`src/rtl/sp_ram_arb_pkg.sv`:
```
// rtl/sp_ram_arb_pkg.sv - shared types and default widths for the sp_ram arbiter
//
// Purpose: sequencer state encoding, default RAM geometry and the request
//          record used by the sp_ram arbiter files.
// Ports:   none (package).

package sp_ram_arb_pkg;

   localparam int DEF_ADDR_W = 6;
   localparam int DEF_DATA_W = 8;

   typedef enum logic {
      INIT = 1'b0,
      RUN  = 1'b1
   } state_t;

   typedef struct packed {
      logic                  we;
      logic [DEF_ADDR_W-1:0] addr;
      logic [DEF_DATA_W-1:0] wdata;
   } req_t;

endpackage

```
`src/rtl/sp_ram_arb_if.sv`:
```
// rtl/sp_ram_arb_if.sv - requester-side bus bundle for the sp_ram arbiter
//
// Purpose: groups the per-requester request handshake and the read response.
// Signals: req_valid/req_ready - per-requester request handshake
//          req_we/req_addr/req_wdata - access type, address, write data
//          rsp_valid - per-requester read-data strobe
//          rsp_rdata - shared read data bus
// Modports: master (client side), slave (arbiter side).

interface sp_ram_arb_if
   import sp_ram_arb_pkg::*;
#(
   parameter int NUM_REQ = 2,
   parameter int ADDR_W  = DEF_ADDR_W,
   parameter int DATA_W  = DEF_DATA_W
);

   logic [NUM_REQ-1:0]             req_valid;
   logic [NUM_REQ-1:0]             req_ready;
   logic [NUM_REQ-1:0]             req_we;
   logic [NUM_REQ-1:0][ADDR_W-1:0] req_addr;
   logic [NUM_REQ-1:0][DATA_W-1:0] req_wdata;
   logic [NUM_REQ-1:0]             rsp_valid;
   logic [DATA_W-1:0]              rsp_rdata;

   modport master (
      output req_valid, req_we, req_addr, req_wdata,
      input  req_ready, rsp_valid, rsp_rdata
   );

   modport slave (
      input  req_valid, req_we, req_addr, req_wdata,
      output req_ready, rsp_valid, rsp_rdata
   );

endinterface

```
`src/rtl/sp_ram_rr_arb.sv`:
```
// rtl/sp_ram_rr_arb.sv - round-robin one-hot grant generator
//
// Purpose: picks the first pending request at or after the rotating pointer
//          and advances the pointer past the winner.
// Ports:   clk, rst_n        - clock, asynchronous active-low reset
//          en                - grants allowed this cycle
//          req[NUM_REQ]      - pending requests
//          grant[NUM_REQ]    - one-hot grant (all zero when nothing wins)
//          gnt_any           - a grant was issued
//          gnt_idx           - index of the winner (valid with gnt_any)

module sp_ram_rr_arb
   import sp_ram_arb_pkg::*;
#(
   parameter int NUM_REQ = 2,
   parameter int IDX_W   = $clog2(NUM_REQ)
) (
   input  logic               clk,
   input  logic               rst_n,
   input  logic               en,
   input  logic [NUM_REQ-1:0] req,
   output logic [NUM_REQ-1:0] grant,
   output logic               gnt_any,
   output logic [IDX_W-1:0]   gnt_idx
);

   logic [IDX_W-1:0] rr_ptr;

   always_comb begin
      int               c;
      logic [IDX_W-1:0] ci;
      c       = 0;
      ci      = '0;
      grant   = '0;
      gnt_any = 1'b0;
      gnt_idx = '0;
      // Walk the requesters starting at rr_ptr, wrapping modulo NUM_REQ
      // (NUM_REQ need not be a power of two, so the wrap is explicit).
      for (int k = 0; k < NUM_REQ; k++) begin
         c = int'(rr_ptr) + k;
         if (c >= NUM_REQ) begin
            c = c - NUM_REQ;
         end
         ci = IDX_W'(c);
         if (en && !gnt_any && req[ci]) begin
            gnt_any = 1'b1;
            gnt_idx = ci;
         end
      end
      if (gnt_any) begin
         grant[gnt_idx] = 1'b1;
      end
   end

   always_ff @(posedge clk or negedge rst_n) begin
      if (!rst_n) begin
         rr_ptr <= '0;
      end else if (gnt_any) begin
         rr_ptr <= (gnt_idx == IDX_W'(NUM_REQ - 1)) ? '0 : gnt_idx + IDX_W'(1);
      end
   end

endmodule

```
`src/rtl/sp_ram_arb.sv`:
```
// rtl/sp_ram_arb.sv - clear-then-arbitrate sequencer in front of one sp_ram
//
// Purpose: after reset sweeps INIT_VAL into every RAM word, then shares the
//          single-port RAM between NUM_REQ requesters, one access per cycle,
//          round-robin. Reads return on the shared bus with a per-requester
//          strobe one cycle after the grant.
// Ports:   clk, rst_n  - clock, asynchronous active-low reset
//          bus         - requester bundle (slave side)
//          init_done   - clear sweep finished
//          ram_we/ram_addr/ram_data - straight to sp_ram we/addr/data
//          ram_q       - from sp_ram q

module sp_ram_arb
   import sp_ram_arb_pkg::*;
#(
   parameter int                NUM_REQ  = 2,
   parameter int                ADDR_W   = DEF_ADDR_W,
   parameter int                DATA_W   = DEF_DATA_W,
   parameter logic [DATA_W-1:0] INIT_VAL = '0
) (
   input  logic              clk,
   input  logic              rst_n,
   sp_ram_arb_if.slave       bus,
   output logic              init_done,
   output logic              ram_we,
   output logic [ADDR_W-1:0] ram_addr,
   output logic [DATA_W-1:0] ram_data,
   input  logic [DATA_W-1:0] ram_q
);

   localparam int IDX_W = $clog2(NUM_REQ);

   state_t             state;
   state_t             state_nxt;
   logic [ADDR_W-1:0]  init_addr;
   logic [NUM_REQ-1:0] grant;
   logic               gnt_any;
   logic [IDX_W-1:0]   gnt_idx;

   // Grants are held off for the whole sweep, so req_valid is ignored in INIT.
   sp_ram_rr_arb #(
      .NUM_REQ (NUM_REQ),
      .IDX_W   (IDX_W)
   ) u_rr_arb (
      .clk     (clk),
      .rst_n   (rst_n),
      .en      (state == RUN),
      .req     (bus.req_valid),
      .grant   (grant),
      .gnt_any (gnt_any),
      .gnt_idx (gnt_idx)
   );

   assign bus.req_ready = grant;
   assign bus.rsp_rdata = ram_q;

   always_comb begin
      state_nxt = state;
      ram_we    = 1'b0;
      ram_addr  = '0;
      ram_data  = '0;
      case (state)
         INIT: begin
            ram_we   = 1'b1;
            ram_addr = init_addr;
            ram_data = INIT_VAL;
            if (&init_addr) begin
               state_nxt = RUN;
            end
         end
         RUN: begin
            if (gnt_any) begin
               ram_we   = bus.req_we[gnt_idx];
               ram_addr = bus.req_addr[gnt_idx];
               ram_data = bus.req_wdata[gnt_idx];
            end
         end
         default: state_nxt = INIT;
      endcase
   end

   always_ff @(posedge clk or negedge rst_n) begin
      if (!rst_n) begin
         state         <= INIT;
         init_addr     <= '0;
         init_done     <= 1'b0;
         bus.rsp_valid <= '0;
      end else begin
         state <= state_nxt;
         // Wraps back to 0 on the last sweep write and then stays there.
         if (state == INIT) begin
            init_addr <= init_addr + ADDR_W'(1);
         end
         init_done     <= (state_nxt == RUN);
         // RAM read latency is one cycle, so the strobe lines up with ram_q.
         bus.rsp_valid <= grant & ~bus.req_we;
      end
   end

endmodule

```
`src/flat_wrapper.sv`:
```
// flat-port wrapper written by rule: the top's interface ports become plain ports
module sp_ram_arb_flat import sp_ram_arb_pkg::*;
#(
   parameter int                NUM_REQ  = 2,
   parameter int                ADDR_W   = DEF_ADDR_W,
   parameter int                DATA_W   = DEF_DATA_W,
   parameter logic [DATA_W-1:0] INIT_VAL = '0
)
  (clk, rst_n, init_done, ram_we, ram_addr, ram_data, ram_q, bus_req_valid, bus_req_we, bus_req_addr, bus_req_wdata, bus_req_ready, bus_rsp_valid, bus_rsp_rdata);
  sp_ram_arb_if #(.NUM_REQ(NUM_REQ), .ADDR_W(ADDR_W), .DATA_W(DATA_W)) bus_i ();
  input  logic clk;
  input  logic rst_n;
  output logic init_done;
  output logic ram_we;
  output logic [ADDR_W-1:0] ram_addr;
  output logic [DATA_W-1:0] ram_data;
  input  logic [DATA_W-1:0] ram_q;
  input wire logic [$bits(bus_i.req_valid)-1:0] bus_req_valid;
  input wire logic [$bits(bus_i.req_we)-1:0] bus_req_we;
  input wire logic [$bits(bus_i.req_addr)-1:0] bus_req_addr;
  input wire logic [$bits(bus_i.req_wdata)-1:0] bus_req_wdata;
  output wire logic [$bits(bus_i.req_ready)-1:0] bus_req_ready;
  output wire logic [$bits(bus_i.rsp_valid)-1:0] bus_rsp_valid;
  output wire logic [$bits(bus_i.rsp_rdata)-1:0] bus_rsp_rdata;
  assign bus_i.req_valid = bus_req_valid;
  assign bus_i.req_we = bus_req_we;
  assign bus_i.req_addr = bus_req_addr;
  assign bus_i.req_wdata = bus_req_wdata;
  assign bus_req_ready = bus_i.req_ready;
  assign bus_rsp_valid = bus_i.rsp_valid;
  assign bus_rsp_rdata = bus_i.rsp_rdata;
  sp_ram_arb #(.NUM_REQ(NUM_REQ), .ADDR_W(ADDR_W), .DATA_W(DATA_W), .INIT_VAL(INIT_VAL)) u_core (.clk(clk), .rst_n(rst_n), .bus(bus_i), .init_done(init_done), .ram_we(ram_we), .ram_addr(ram_addr), .ram_data(ram_data), .ram_q(ram_q));
endmodule
```
`config.mk`:
```
export PLATFORM = sky130hd
export DESIGN_NAME = sp_ram_arb_flat
export DESIGN_NICKNAME = d
export VERILOG_FILES = /design/src/rtl/sp_ram_arb_pkg.sv /design/src/rtl/sp_ram_arb_if.sv /design/src/rtl/sp_ram_rr_arb.sv /design/src/rtl/sp_ram_arb.sv /design/src/flat_wrapper.sv
export SDC_FILE = /design/constraint.sdc
export NUM_CORES = 1
export LEC_CHECK = 0
export BUFFER_PORTS_ARGS = -buffer_cell sky130_fd_sc_hd__buf_2
export CAP_MARGIN = 25
export CELL_PAD_IN_SITES_DETAIL_PLACEMENT = 1
export CELL_PAD_IN_SITES_GLOBAL_PLACEMENT = 1
export CORE_MARGIN = 4
export CORE_UTILIZATION = 24
export DETAILED_ROUTE_END_ITERATION = 7
export PLACE_DENSITY = 0.91
export SKIP_CTS_REPAIR_TIMING = 1
export SLEW_MARGIN = 20
export SYNTH_ARGS = -nofsm -noshare
export SYNTH_HDL_FRONTEND = slang
export SYNTH_SLANG_ARGS = --single-unit
```
`constraint.sdc`:
```
create_clock -name clk -period 1.6 [get_ports clk]
set_input_delay 0 -clock clk [delete_from_list [all_inputs] [get_ports clk]]
set_output_delay 0 -clock clk [all_outputs]
set_load 0.01 [all_outputs]
```
## Word level (Yosys, flattened, before mapping)

Cells that the tools add are included.

- Add/sub/neg operators: 5
- $lt $le $gt $ge: 6
- Multiplexer cells: 28
- Bitwise logic cells: 3
- Reductions and logical operators: 6

Operators with widths:

| kind | number |
|---|---|
| 8-bit two-way mux | 3 |
| 6-bit two-way mux | 3 |
| 1-bit two-way mux | 17 |
| 8-bit case mux with 2 select lines | 1 |
| 6-bit case mux with 2 select lines | 1 |
| 6-bit by 1-bit adder with 6-bit output (second input constant) | 1 |
| 1-bit by 2-bit < comparator with 1-bit output (second input constant) | 3 |
| 6-bit AND reduction | 1 |
| 1-bit logical AND | 4 |
| 1-bit by 1-bit adder with 2-bit output (second input constant) | 1 |
| 2-bit AND | 1 |
| 1-bit by 2-bit >= comparator with 1-bit output (second input constant) | 1 |
| 2-bit >= comparator (second input constant) | 1 |
| 2-bit two-way mux | 1 |
| 2-bit inverter | 1 |
| 1-bit case mux with 2 select lines | 1 |
| 1-bit subtractor (second input constant) | 2 |
| 1-bit adder (second input constant) | 1 |
| 1-bit demux with 1-bit select | 1 |
| 1-bit >= comparator (second input constant) | 1 |
| 1-bit logical NOT | 1 |
| 1-bit inverter | 1 |

- Flip-flop bits (word level): 10
- Input bits: 42

## Depth between registers and ports, before layout

- Depth in word-level cells: 16
- Depth in mapped cells: 5
- Gate-level depth less buffers: 3

## Cells and area by module

From an unflattened synthesis, not the netlist that was laid out.

- Cells, all modules: 86
- Area total of the unflattened synthesis: 793.3 sq um

Modules (own cells, without submodules):

| module | times used | cells an instance | area an instance (sq um) | sequential area each (sq um) |
|---|---|---|---|---|
| sp_ram_arb | 1 | 76 | 719.4 | 225.2 |
| sp_ram_rr_arb | 1 | 10 | 73.8 | 25.0 |

## Worst setup path before layout

OpenSTA, ideal clock, no wires.

- Path kind: register -> output
- Start: reg u_core.init_done (netlist name)
- End: out ram_addr[0]
- Arrival time: 1.313 ns
- Setup slack: 0.287 ns
- Stages on the path, launching flop included: 6
- Path buffers: 2
- Cells stage by stage: dfrtp_1 > buf_6 > and2_4 > buf_6 > a21oi_4 > a221o_1

RTL lines:

| element | RTL line | source |
|---|---|---|
| end, declared | flat_wrapper.sv:15 | `output logic [ADDR_W-1:0] ram_addr;` |

==> run_results.csv <==
group,metric,value,unit
outcome,run_status,"finished, final reports clean",
floorplan,std_cell_rows,20,
pwr,power.leakage,0.562,nW
yosys,yosysSeqAreaShare,32.8,%
setup_path,end_kind,"output pin",
layout,drive_above_1_share,51.1,%
placed_design,place_area,0.00101,mm2
drt,drc,0,
drt,viasPerCell,4.91,
timing,slew_viol_final,0,
timing,rsz0062_at_grt,"yes",
yosys,syn_area,763,um2
timing,tns,0,ns
yosys,synth_edf_count,0,
setup_path,reg2regPathDepth,4,
timing,fmax,647,MHz
floorplan,floorplan.initialDensity,25.0,%
placed_design,place.gp.congestion,0.852,
timing,setup_viol,0,
worst_hold_path,min_path_type,"in -> out",
setup_path,arrival,1.54,ns
layout,area_growth,48.0,%
global_route,grt_use_met3,3.51,%
global_route,met2_usage,21.6,%
timing,worstMarginPinSlew,0.314,ns
timing,hold_violations,0,
worst_hold_path,hold_depth,0,
global_route,grt_pass1_wl,4500,um
timing,finalCriticalPeriod,1.54,ns
global_route,grt_max_degree,15,
timing,clock_skew,0.00252,ns
layout,antenna_cells,0,
setup_path,worst-path-max-fanout,10,
pwr,total_power,547,uW
yosys,yosys_warnings,0,
yosys,synth_nets,129,
setup_path,start_kind,"register",
layout,nets,183,
yosys,ys_seq_elements,10,
timing,fin_crit_sh,96.6,%
drt,first_pass_iters,4,
global_route,grt_overflow,0,
yosys,synthArstFlopShare,100,%
clock_network,clockBufferDepth,2,
floorplan,die_h,64.4,um
floorplan,dieArea,0.00415,mm2
drt,wire_per_inst,15.3,um
timing,relSlewSlack,79.1,%
setup_path,critPathRequiredTime,1.60,ns
global_route,antenna_found_initial,0,
yosys,synth_cell_type_count,29,
placed_design,hpwl,2310,um
drt,antenna_left,0,
yosys,syn_avg_cell_area,8.87,um2
timing,hold_ws,0.0000210,ns
drt,wl,2800,um
clock_network,cts.clk_slew.worst_paths,0.06,ns
pwr,vdd_drop_max,176,uV
clock_network,cts_buffers,3,
clock_network,root_buffer,"clkbuf_4",
clock_network,clk_latency,0.26,ns
yosys,synth_ff_type,"dfrtp_1",
global_route,grtUsageMet1,18.1,%
layout,final_common_cell,"buf_2",
global_route,grt_usage,13.8,%
pwr,power_density,484,mW/mm2
clock_network,clock_sinks,10,
floorplan,fp.dieW,64.4,um
yosys,postSynthCellCount,86,
placed_design,port_buffers,53,
floorplan,boundaryPins,70,
job,cap_viol_max_count,0,
clock_network,h-tree-depth,1,
drt,vias,899,
layout,most-common-layout-cells,"buf_2 (53), nand3_1 (15), dfrtp_1 (10), a22o_1 (6)",
global_route,gr-max-usage-layer,"met2",
setup_path,worstSetupPathType,"reg -> out",
layout,design_area,0.00113,mm2
drt,drt_first_iter_violations,15,
floorplan,core,0.00305,mm2
clock_network,cts_tree,"built",
global_route,grt_pass1_vias,1009,
## kinds of logic (layout without fill, tap and decap cells)
family / Yosys count / after routing / share of synthesized area [%]
flops: 10 / 10 / 32.8
xor+xnor: 5 / 5 / 5.74
mux: 1 / 1 / 1.48
fa+ha+maj: 1 / 1 / 1.64
buf+inv: 18 / 71 / 15.1
simple gates: 31 / 31 / 22.1
compound gates: 20 / 20 / 21.1
## sequential cells by signal, indices dropped and copies added, names as in the netlist
| name | cells |
|---|---|
| u_core.u_rr_arb.rr_ptr | 1 |
| u_core.init_done | 1 |
| u_core.bus.rsp_valid | 2 |
| u_core.init_addr | 6 |
## critical path, cell delays in order, from the launching register on
cell and delay, ns:
dfrtp_1 0.42, and2_4 0.23, a21oi_4 0.07, buf_12 0.15, a221o_1 0.28, buf_2 0.14
## final cells by class
cell class | count | area (um2)
multi-input cells | 58 | 413
inverters | 5 | 18.8
clock buffers | 4 | 36.3
well taps | 44 | 55.1
repair buffers | 62 | 357
fillers | 394 | 1920
flip-flops and latches | 10 | 250
## routing by layer
layer / vias to the layer above / share of wire (%)
met2: 62 / 46
li1: 413 / -
met4: 0 / 0.82
met1: 420 / 43
met5: - / 0
met3: 4 / 11
## synth_stat cells (2+ instances only)
cell type / n / area (um2)
nand3_1: 15 / 75.1
dfrtp_1: 10 / 250
buf_4: 8 / 60.1
a22o_1: 6 / 52.6
inv_1: 5 / 18.8
xnor2_1: 5 / 43.8
o221ai_1: 4 / 35.0
o21ai_0: 3 / 15.0
a21oi_1: 2 / 10.0
a221o_1: 2 / 20.0
and3_1: 2 / 12.5
buf_2: 2 / 10.0
buf_6: 2 / 22.5
nand2_1: 2 / 7.51
nand4_1: 2 / 12.5
nor2b_1: 2 / 12.5
nor3_1: 2 / 10.0
## worst paths after layout
path,start,endpoint,slack [ns]
min reg2reg,u_core.init_addr[5],u_core.init_addr[5],0.49
max in group asynchronous,rst_n,u_core.init_done,1.28
max reg2reg,u_core.init_done,u_core.init_addr[5],0.33
min,ram_q[0],bus_rsp_rdata[0],0.00002
max,u_core.init_done,ram_addr[4],0.06
min in group asynchronous,rst_n,u_core.init_addr[5],0.13
## report_power, final
part,internal (mW),total (mW),switching [mW]
logic,0.0386,0.0713,0.0327
registers,0.253,0.253,0
clock network,0.138,0.223,0.0850
## metrics by stage
step / setup slack [ns] / cells / utilization (%)
floorplan: 0.287 / 86 / -
global placement: 0.352 / 173 / 33.1
detailed placement: 0.292 / 173 / 33.1
CTS: -0.0129 / 177 / 34.3
global route: -0.0391 / 183 / 37.0
finish: 0.0552 / 183 / 37.0
Power figures use the tool's default switching activity.
